<file path="config.mk">
export PLATFORM = sky130hd
export DESIGN_NAME = bp_be_pipe_sys_gen
export DESIGN_NICKNAME = d
export VERILOG_FILES = /design/src/rtl/bp_be_pkg.sv /design/src/rtl/bp_be_sys_stage_reg.sv /design/src/rtl/bp_be_pipe_sys_gen.sv
export SDC_FILE = /design/constraint.sdc
export NUM_CORES = 1
export LEC_CHECK = 0
export CAP_MARGIN = 20
export CORE_MARGIN = 2
export CORE_UTILIZATION = 51
export CTS_BUF_LIST = sky130_fd_sc_hd__clkbuf_2
export CTS_CLUSTER_DIAMETER = 50
export CTS_CLUSTER_SIZE = 40
export DETAILED_ROUTE_END_ITERATION = 10
export MAX_ROUTING_LAYER = met4
export PLACE_DENSITY = 0.81
export SYNTH_ARGS = -nofsm -noshare
export SYNTH_HDL_FRONTEND = slang
export SYNTH_SLANG_ARGS = --single-unit
export TNS_END_PERCENT = 20
</file>
<file path="constraint.sdc">
create_clock -name clk_i -period 2.6 [get_ports clk_i]
set_clock_uncertainty 0.2 [all_clocks]
set_input_delay 0.52 -clock clk_i [delete_from_list [all_inputs] [get_ports clk_i]]
set_output_delay 0.52 -clock clk_i [all_outputs]
set_load 0.005 [all_outputs]
</file>
<file path="src/rtl/bp_be_pkg.sv">
// Shared types for the BE system pipe: the per-stage record carried from dispatch to commit.
package bp_be_pkg;

  localparam int unsigned csr_addr_width  = 12;
  localparam int unsigned vaddr_width_gp  = 39;
  localparam int unsigned instr_width_gp  = 32;
  localparam int unsigned dword_width_gp  = 64;
  localparam int unsigned csr_op_width_gp = 5;

  // Default-configuration stage record; the top rebuilds it from its own width parameters.
  typedef struct packed {
    logic                       v;
    logic                       sys_v;
    logic                       csr_v;
    logic                       store;
    logic [csr_op_width_gp-1:0] op;
    logic [csr_addr_width-1:0]  addr;
    logic [dword_width_gp-1:0]  data;
    logic [vaddr_width_gp-1:0]  npc;
    logic [vaddr_width_gp-1:0]  vaddr;
    logic [instr_width_gp-1:0]  instr;
  } bp_be_sys_stage_s;

endpackage

</file>
<file path="src/rtl/bp_be_sys_stage_reg.sv">
// One delay-line stage: async active-low reset, load enable, and a clear that drops only the
// valid bit so the payload stays observable at commit.
module bp_be_sys_stage_reg
  import bp_be_pkg::*;
#(
  parameter type stage_t = bp_be_sys_stage_s
) (
  input  logic   i_clk,
  input  logic   i_rst_n,
  input  logic   i_en,
  input  logic   i_clr_v,
  input  stage_t i_d,
  output stage_t o_q
);

  stage_t r_q;

  // Clear-valid wins over enable so a flush also beats a stall.
  always_ff @(posedge i_clk or negedge i_rst_n) begin
    if (!i_rst_n) begin
      r_q <= '0;
    end else if (i_clr_v) begin
      r_q.v <= 1'b0;
    end else if (i_en) begin
      r_q <= i_d;
    end
  end

  assign o_q = r_q;

endmodule

</file>
<file path="src/rtl/bp_be_pipe_sys_gen.sv">
// System pipe: carries CSR commands and commit metadata through stages_p registers, with CSR
// back-pressure. Optional stall counter enabled by BP_BE_PIPE_SYS_STALL_CNT_EN.
module bp_be_pipe_sys_gen
  import bp_be_pkg::*;
#(
  parameter int unsigned stages_p          = 2,
  parameter int unsigned vaddr_width_p     = vaddr_width_gp,
  parameter int unsigned instr_width_p     = instr_width_gp,
  parameter int unsigned dword_width_p     = dword_width_gp,
  parameter int unsigned csr_op_width_p    = csr_op_width_gp,
  parameter int unsigned stall_cnt_width_p = 32
) (
  input  logic                         clk_i,
  input  logic                         reset_n_i,
  input  logic                         flush_i,
  output logic                         ready_o,
  input  logic                         v_i,
  input  logic                         sys_v_i,
  input  logic                         csr_v_i,
  input  logic                         csr_imm_i,
  input  logic                         queue_v_i,
  input  logic                         store_v_i,
  input  logic [csr_op_width_p-1:0]    csr_op_i,
  input  logic [instr_width_p-1:0]     instr_i,
  input  logic [vaddr_width_p-1:0]     pc_i,
  input  logic [dword_width_p-1:0]     rs1_i,
  input  logic [dword_width_p-1:0]     imm_i,
  output logic                         csr_cmd_v_o,
  output logic [csr_op_width_p-1:0]    csr_op_o,
  output logic [csr_addr_width-1:0]    csr_addr_o,
  output logic [dword_width_p-1:0]     csr_data_o,
  input  logic                         csr_ready_i,
  input  logic                         commit_v_i,
  input  logic                         itlb_miss_i,
  input  logic                         dtlb_miss_i,
  output logic [vaddr_width_p-1:0]     commit_npc_o,
  output logic [vaddr_width_p-1:0]     commit_vaddr_o,
  output logic [instr_width_p-1:0]     commit_instr_o,
  output logic                         ptw_instr_miss_o,
  output logic                         ptw_load_miss_o,
  output logic                         ptw_store_miss_o,
  output logic [vaddr_width_p-1:0]     ptw_vaddr_o,
  output logic                         v_o,
  output logic [stall_cnt_width_p-1:0] stall_cnt_o
);

  localparam int unsigned last_lp = stages_p - 1;

  typedef struct packed {
    logic                      v;
    logic                      sys_v;
    logic                      csr_v;
    logic                      store;
    logic [csr_op_width_p-1:0] op;
    logic [csr_addr_width-1:0] addr;
    logic [dword_width_p-1:0]  data;
    logic [vaddr_width_p-1:0]  npc;
    logic [vaddr_width_p-1:0]  vaddr;
    logic [instr_width_p-1:0]  instr;
  } stage_t;

  stage_t                     w_stage [stages_p];
  stage_t                     w_in;
  stage_t                     w_last;
  logic [vaddr_width_p-1:0]   w_sum;
  logic                       w_stall;
  logic                       w_adv;

  // Address arithmetic only needs the low vaddr bits; the carry out is discarded.
  assign w_sum = rs1_i[vaddr_width_p-1:0] + imm_i[vaddr_width_p-1:0];

  always_comb begin
    w_in       = '0;
    w_in.v     = v_i & (sys_v_i | csr_v_i);
    w_in.sys_v = sys_v_i;
    w_in.csr_v = csr_v_i;
    w_in.store = store_v_i;
    w_in.op    = csr_op_i;
    w_in.addr  = instr_i[31:20];
    w_in.data  = csr_imm_i ? imm_i : rs1_i;
    w_in.npc   = pc_i;
    w_in.vaddr = queue_v_i ? w_sum : imm_i[vaddr_width_p-1:0];
    w_in.instr = instr_i;
  end

  for (genvar g = 0; g < stages_p; g++) begin : g_stage
    stage_t w_d;
    if (g == 0) begin : g_head
      assign w_d = w_in;
    end else begin : g_tail
      assign w_d = w_stage[g-1];
    end
    bp_be_sys_stage_reg #(
      .stage_t (stage_t)
    ) u_stage_reg (
      .i_clk   (clk_i),
      .i_rst_n (reset_n_i),
      .i_en    (w_adv),
      .i_clr_v (flush_i),
      .i_d     (w_d),
      .o_q     (w_stage[g])
    );
  end

  assign w_last  = w_stage[last_lp];
  assign w_stall = w_last.v & w_last.csr_v & ~csr_ready_i;
  assign w_adv   = ~w_stall;
  assign ready_o = w_adv;

  assign csr_cmd_v_o = w_last.v & w_last.csr_v;
  assign csr_op_o    = w_last.op;
  assign csr_addr_o  = w_last.addr;
  assign csr_data_o  = w_last.data;
  assign v_o         = w_last.v & w_last.sys_v & ~w_stall;

  assign commit_npc_o   = w_last.npc;
  assign commit_vaddr_o = w_last.vaddr;
  assign commit_instr_o = w_last.instr;

  assign ptw_instr_miss_o = commit_v_i & itlb_miss_i;
  assign ptw_load_miss_o  = commit_v_i & dtlb_miss_i & ~w_last.store;
  assign ptw_store_miss_o = commit_v_i & dtlb_miss_i & w_last.store;
  assign ptw_vaddr_o      = w_last.vaddr;

`ifdef BP_BE_PIPE_SYS_STALL_CNT_EN
  logic [stall_cnt_width_p-1:0] r_stall_cnt;

  // Saturates rather than wrapping; flush deliberately leaves it alone.
  always_ff @(posedge clk_i or negedge reset_n_i) begin
    if (!reset_n_i) begin
      r_stall_cnt <= '0;
    end else if (w_stall && (r_stall_cnt != '1)) begin
      r_stall_cnt <= r_stall_cnt + stall_cnt_width_p'(1);
    end
  end

  assign stall_cnt_o = r_stall_cnt;
`else
  assign stall_cnt_o = '0;
`endif

endmodule

</file>
==> results.cfg, run 1 <==
[drt]
met1_length_um = 22290
wire_per_inst_um = 17.92
route.met2.wl_um = 27770
via_per_inst = 5.185
highest_layer = met4
drc = 0
drtIter0Drc = 947
wl_met3_um = 3755
vias = 16370
firstDrtPassIters = 6
drt_wl_total_um = 56580
drtAntennaViolNets = 0

[timing]
hold_viol = 1
whs_ns = -0.1230
setup_tns_ns = -0.1697
worst_slew_pin_slew_ns = 0.5099
rsz0062_at_grt = yes
finalWorstSetupSlack_ns = -0.06874
max_freq_ghz = 0.3747
fin_crit_ns = 2.669
maxSlewViolCount = 0
setup_viol = 5
fin_crit_sh = 1.026
maxSlewHeadroom = 0.6504

[critical_path]
cpLargestDelayFamily = flip-flops
critPathArrivalTime_ns = 1.95
cp-start-kind = flip-flop
end_kind = primary output
crit_required_ns = 1.88
slowest_stage = dfrtp_1
setup.worst_path.class = flip-flop to primary output
critPathBufInv = 2
crit_chain = and2_4, nor2b_4, inv_2, and3_1, buf_2
crit_fanout = 2
max_stage_delay_ns = 0.44

[place]
numPortBuffers = 452
place_inst = 2886
place_ws_ns = -1.220
routabilityCongestion = 0.9527
place_hpwl_um = 37610
placed_cell_area_sq_um = 23000

[logic_synthesis]
synthAdderAreaFrac = 0.02687
synth-simple-area-share = 0.2132
syn_area_per_cell_sq_um = 8.672
ys_top_cells_by_area = dfrtp_1 50%, nand2_1 18%, buf_4 11%, mux2i_1 4.5%, o21ai_0 2.6%
postSynthCellCount = 2126
synth-xor-area-share = 0.01235
synthMuxAreaShare = 0.04452
synth_flop_cell = dfrtp_1
async_reset_ff_frac = 1.000
synth_seq_cells = 366
seq_area_frac_synth = 0.4968
synth.most_common_cell = nand2_1
yosysTopAreaCell = dfrtp_1
post-synth-top-area-fraction = 0.4968
synth_enable_flop_cells = 0
yosys-top-cells-count = 902 x nand2_1, 366 x dfrtp_1, 262 x buf_4
synth_top_family_by_area = simple AND/OR/NAND/NOR gates
ys_types = 58
synth-compound-area-share = 0.07750
yosysWarnings = 0
syn_area_sq_um = 18440

[finish]
final_util = 0.7142
multi_input_area_sq_um = 7341
area_growth_pct = 37.79
layout-drive-gt1-share = 0.1283
final_area_sq_um = 25400
fillerInstances = 2496
regArea_sq_um = 9163
fin_cells = 3157
largest_reg_flops = 366
nets = 2915

[grt]
grt_pass1_vias = 16590
grt.total_usage = 0.2976
grt_first_pass_wirelength_um = 87480
overflow = 0
grt_antenna_before_repair = 7
grt_start_max_net_pins = 69

[power_and_ir_drop]
finalPower_mw = 13.63
ir_drop_mv = 0.3950
leakage_nw = 13.42
powerDensity_nw_per_um2 = 536.7

[clock_network]
cts_buffers = 38
cts_root_buf = clkbuf_2
clkSinkCount = 366
cts_tree = yes
clkLatencyLatePin_ns = 0.91
clockBufferDepth = 3
htree_num_levels = 2
clkSlewWorstSetupHoldPaths_ns = 0.29

[run_status]
violations = hold timing, setup timing
outcome = finished, violations left

[run]
max-cap-violations = 0

[die]
die_h_um = 194.1
fp.dieArea_sq_um = 37690
num_rows = 69
coreArea_sq_um = 35570
initial_core_util = 0.5183
io_pins = 485
die_w_um = 194.1

[worst_hold_path]
min_path_type = input port to flip-flop
[placed cells by master, fill, tap and decap left out, drive strengths merged, types with 4 or more instances in the layout]
cell type / count
a211o: 4
a211oi: 6
a21o: 16
a21oi: 63
a31oi: 6
and2: 4
and3: 12
buf: 213
clkbuf: 50
clkdlybuf4s15: 8
clkdlybuf4s50: 187
clkinv: 12
conb: 32
dfrtp: 366
diode: 7
dlygate4sd2: 211
dlygate4sd3: 163
dlymetal6s2s: 30
ha: 38
inv: 23
mux2i: 82
nand2: 903
nand3: 12
nand4: 5
nor2: 38
nor2b: 8
nor3: 6
o21a: 6
o21ai: 115
o21bai: 4
or3: 7
xnor2: 17
xor2: 9
[metal layers]
layer / vias up / GRT usage
met1: 7833 / 0.3586
met2: 736 / 0.4923
met3: 190 / 0.05166
met4: 0 / 0.1316
met5: - / -
li1: 7609 / -
[tightest hold or removal path: cells and delay by family]
family / cells / cell delay (ns)
buffers and inverters: 1 / 0.18
AO/OA/AOI/OAI: 2 / 0.25
[final timing paths]
kind,start,to,slack (ns),cells after the start
worst min register to register,g_stage[0].u_stage_reg.o_q[116],g_stage[1].u_stage_reg.o_q[116],0.19,2
max in group asynchronous,reset_n_i,g_stage[1].u_stage_reg.o_q[97],1.17,4
min in group asynchronous,reset_n_i,g_stage[1].u_stage_reg.o_q[22],0.55,4
worst max-delay path,g_stage[1].u_stage_reg.o_q[194],v_o,-0.07,5
worst max register to register,g_stage[1].u_stage_reg.o_q[192],g_stage[0].u_stage_reg.o_q[69],0.36,11
worst min-delay path,imm_i[18],g_stage[0].u_stage_reg.o_q[50],-0.12,3
[where the power goes]
| group | internal [mW] | switching (mW) | total (mW) | leakage (nW) |
|---|---|---|---|---|
| registers | 6.40 | 0.462 | 6.86 | 4.50 |
| logic | 1.91 | 1.75 | 3.66 | 8.59 |
| clock network | 0.855 | 2.26 | 3.11 | 0.320 |
[cells by family after synthesis]
| kind of cell | after synthesis |
|---|---|
| AO/OA/AOI/OAI | 240 |
| flip-flops | 366 |
| buffers and inverters | 369 |
| AND/OR/NAND/NOR | 1003 |
| adder cells (fa/ha/maj) | 39 |
| multiplexers | 82 |
| XOR/XNOR | 26 |
| other | 1 |
[cell type report]
class / instances / area share
Multi-Input combinational cell: 1422 / 0.2890
Timing Repair Buffer: 820 / 0.3048
Clock buffer: 42 / 0.008274
Clock inverter: 28 / 0.01231
Tap cell: 461 / 0.02270
Inverter: 11 / 0.001625
Antenna cell: 7 / 0.0006895
Sequential cell: 366 / 0.3607
[repair_timing]
item,in CTS,in global routing
pin swaps,4,17
endpoints found under the hold margin,505,28
hold buffers,138,27
gates resized for setup,274,68
setup endpoints to repair,233,32
buffers inserted,23,7
No activity file was read; power rests on OpenSTA's default activity.
==> run 2: changes to the inputs <==
Settings changed: CORE_UTILIZATION 51 to 46, PLACE_DENSITY 0.81 to 0.77.
Clock period 2.6 ns to 2.3 ns, I/O delays scaled along.
==> results.cfg, run 2 (synthesized netlist as in run 1, its figures left out) <==
[run_status]
outcome = finished, violations left
violations = setup timing

[drt]
drc = 0
wl_met3_um = 4074
drtIter0Drc = 1065
drt_wl_total_um = 58830
wire_per_inst_um = 17.65
via_per_inst = 5.065
highest_layer = met4
vias = 16880
drtAntennaViolNets = 0
route.met2.wl_um = 29020
firstDrtPassIters = 5
met1_length_um = 23490

[timing]
rsz0062_at_grt = yes
whs_ns = 0.006791
fin_crit_ns = 2.806
finalWorstSetupSlack_ns = -0.5059
setup_viol = 75
maxSlewHeadroom = 0.6179
fin_crit_sh = 1.220
maxSlewViolCount = 0
worst_slew_pin_slew_ns = 0.5732
max_freq_ghz = 0.3564
hold_viol = 0

[finish]
area_growth_pct = 42.09
fin_cells = 3332
layout-drive-gt1-share = 0.2238
mostFrequentLayoutCell = nand2_1
final_util = 0.6608
final_area_sq_um = 26200
largest_reg_flops = 366
layout_common_cells = 902 x nand2_1, 365 x dfrtp_1, 237 x dlygate4sd3_1, 191 x buf_4, 185 x clkdlybuf4s50_1
nets = 3028

[clock_network]
cts_root_buf = clkbuf_2
cts_tree = yes
clockBufferDepth = 3
htree_num_levels = 2
clkLatencyLatePin_ns = 1.05
clkSinkCount = 366
cts_buffers = 37
clkSlewWorstSetupHoldPaths_ns = 0.31

[grt]
grt.total_usage = 0.2816
grt_start_max_net_pins = 67
grt_first_pass_wirelength_um = 90450
grt_antenna_before_repair = 7
overflow = 0
grt_pass1_vias = 17110

[critical_path]
r2r_start = g_stage[1].u_stage_reg.o_q[194]
r2r_slack_ns = 0.08
critPathArrivalTime_ns = 2.15
cp-start-kind = flip-flop
setup.worst_path.class = flip-flop to primary output
worstRegToRegCells = 10
crit_fanout = 2
reg2reg_to = g_stage[0].u_stage_reg.o_q[161]
end_kind = primary output
crit_required_ns = 1.64

[power_and_ir_drop]
ir_drop_mv = 0.5056
power_switching_share = 0.3360
p_seq_frac = 0.491
clock_power_share = 0.223
intPower_mw = 10.50
powerDensity_nw_per_um2 = 603.8
p_switching_mw = 5.315
combinationalPowerShare = 0.286
leakage_nw = 13.65

[die]
die_h_um = 204.2
io_pins = 485
num_rows = 73
initial_core_util = 0.4651
fp.dieArea_sq_um = 41700
die_w_um = 204.2
coreArea_sq_um = 39640

[run]
max-cap-violations = 0

[worst_hold_path]
worstHoldStart = imm_i[9]
whs_path_depth = 6
min_to = g_stage[0].u_stage_reg.o_q[41]
min_path_type = input port to flip-flop

[place]
place_inst = 2970
place_hpwl_um = 37240
routabilityCongestion = 0.8696
placed_cell_area_sq_um = 23270
numPortBuffers = 452
==> run 2: cell types whose count changed in the layout (fill, tap and decap cells not counted), sizes merged <==
cell           delta
dlygate4sd3      +74
clkdlybuf4s15     -7
bufinv            -1
clkinvlp          -2
inv               +5
dlygate4sd2     -209
diode             -1
clkbuf          +105
clkinv            -2
buf             +154
clkdlybuf4s50     -2
dlymetal6s2s      -3
==> run 2: metrics by stage <==
stage | power (mW) | worst slack, ns | setup TNS (ns)
final | 15.82 | -0.5059 | -8.494
after global routing | 16.68 | -0.6300 | -29.06
after CTS | 15.77 | -0.5519 | -46.11
after detailed placement | 11.94 | -1.437 | -35.68
after global placement | 11.81 | -1.388 | -34.09
after floorplan | 10.08 | -0.6717 | -7.632
==> run 2: layout make-up <==
cell class	instances	area, sq um
diodes	6	15.01
fillers	2938	13440
clock buffers	40	200.2
inverters	11	41.29
multi-input cells	1422	7451
repair buffers	934	8352
clock inverters	28	320.3
flip-flops and latches	366	9160
well taps	525	656.9
==> run 2: critical path, cell delays in order, from the launching register on <==
cell and delay (ns):
dfrtp_1 0.46, and2_4 0.15, nor2b_4 0.12, inv_2 0.06, and3_4 0.18, buf_6 0.11
==> run 2: worst max path at each step <==
stage                                         start                        endpoint  slack (ns)  cells past startpoint
floorplan                                  rs1_i[0]  g_stage[0].u_stage_reg.o_q[70]       -0.67                     13
global placement                           imm_i[0]  g_stage[0].u_stage_reg.o_q[70]       -1.39                     14
detailed placement                         imm_i[0]  g_stage[0].u_stage_reg.o_q[70]       -1.44                     14
CTS                 g_stage[1].u_stage_reg.o_q[194]                             v_o       -0.55                      5
global route        g_stage[1].u_stage_reg.o_q[194]                             v_o       -0.63                      5
finish              g_stage[1].u_stage_reg.o_q[194]                             v_o       -0.51                      5
==> run 2: timing repair <==
| item | 4_1_cts | 5_1_grt |
|---|---|---|
| gates resized for setup | 759 | 230 |
| hold buffers | 223 | 17 |
| gates cloned | 0 | 0 |
| setup buffers | 45 | 11 |
| pin swaps | 4 | 23 |
| endpoints found under the hold margin | 550 | 14 |
| endpoints found under the setup margin | 246 | 264 |
==> run 2: per-layer routing <==
layer  GRT usage  vias to the layer above
met4      0.1167                        0
met5           -                        -
met3     0.05564                      137
met2      0.4679                      722
met1      0.3357                     8190
li1            -                     7826
==> run 2: power groups by stage <==
stage                     clock network [mW]  registers (mW)  logic, mW
after global routing                    3.91            7.86       4.91
after floorplan                            0            7.69       2.39
final                                   3.53            7.77       4.52
after global placement                     0            7.83       3.98
after detailed placement                   0            7.86       4.08
after CTS                               3.65            7.73       4.40
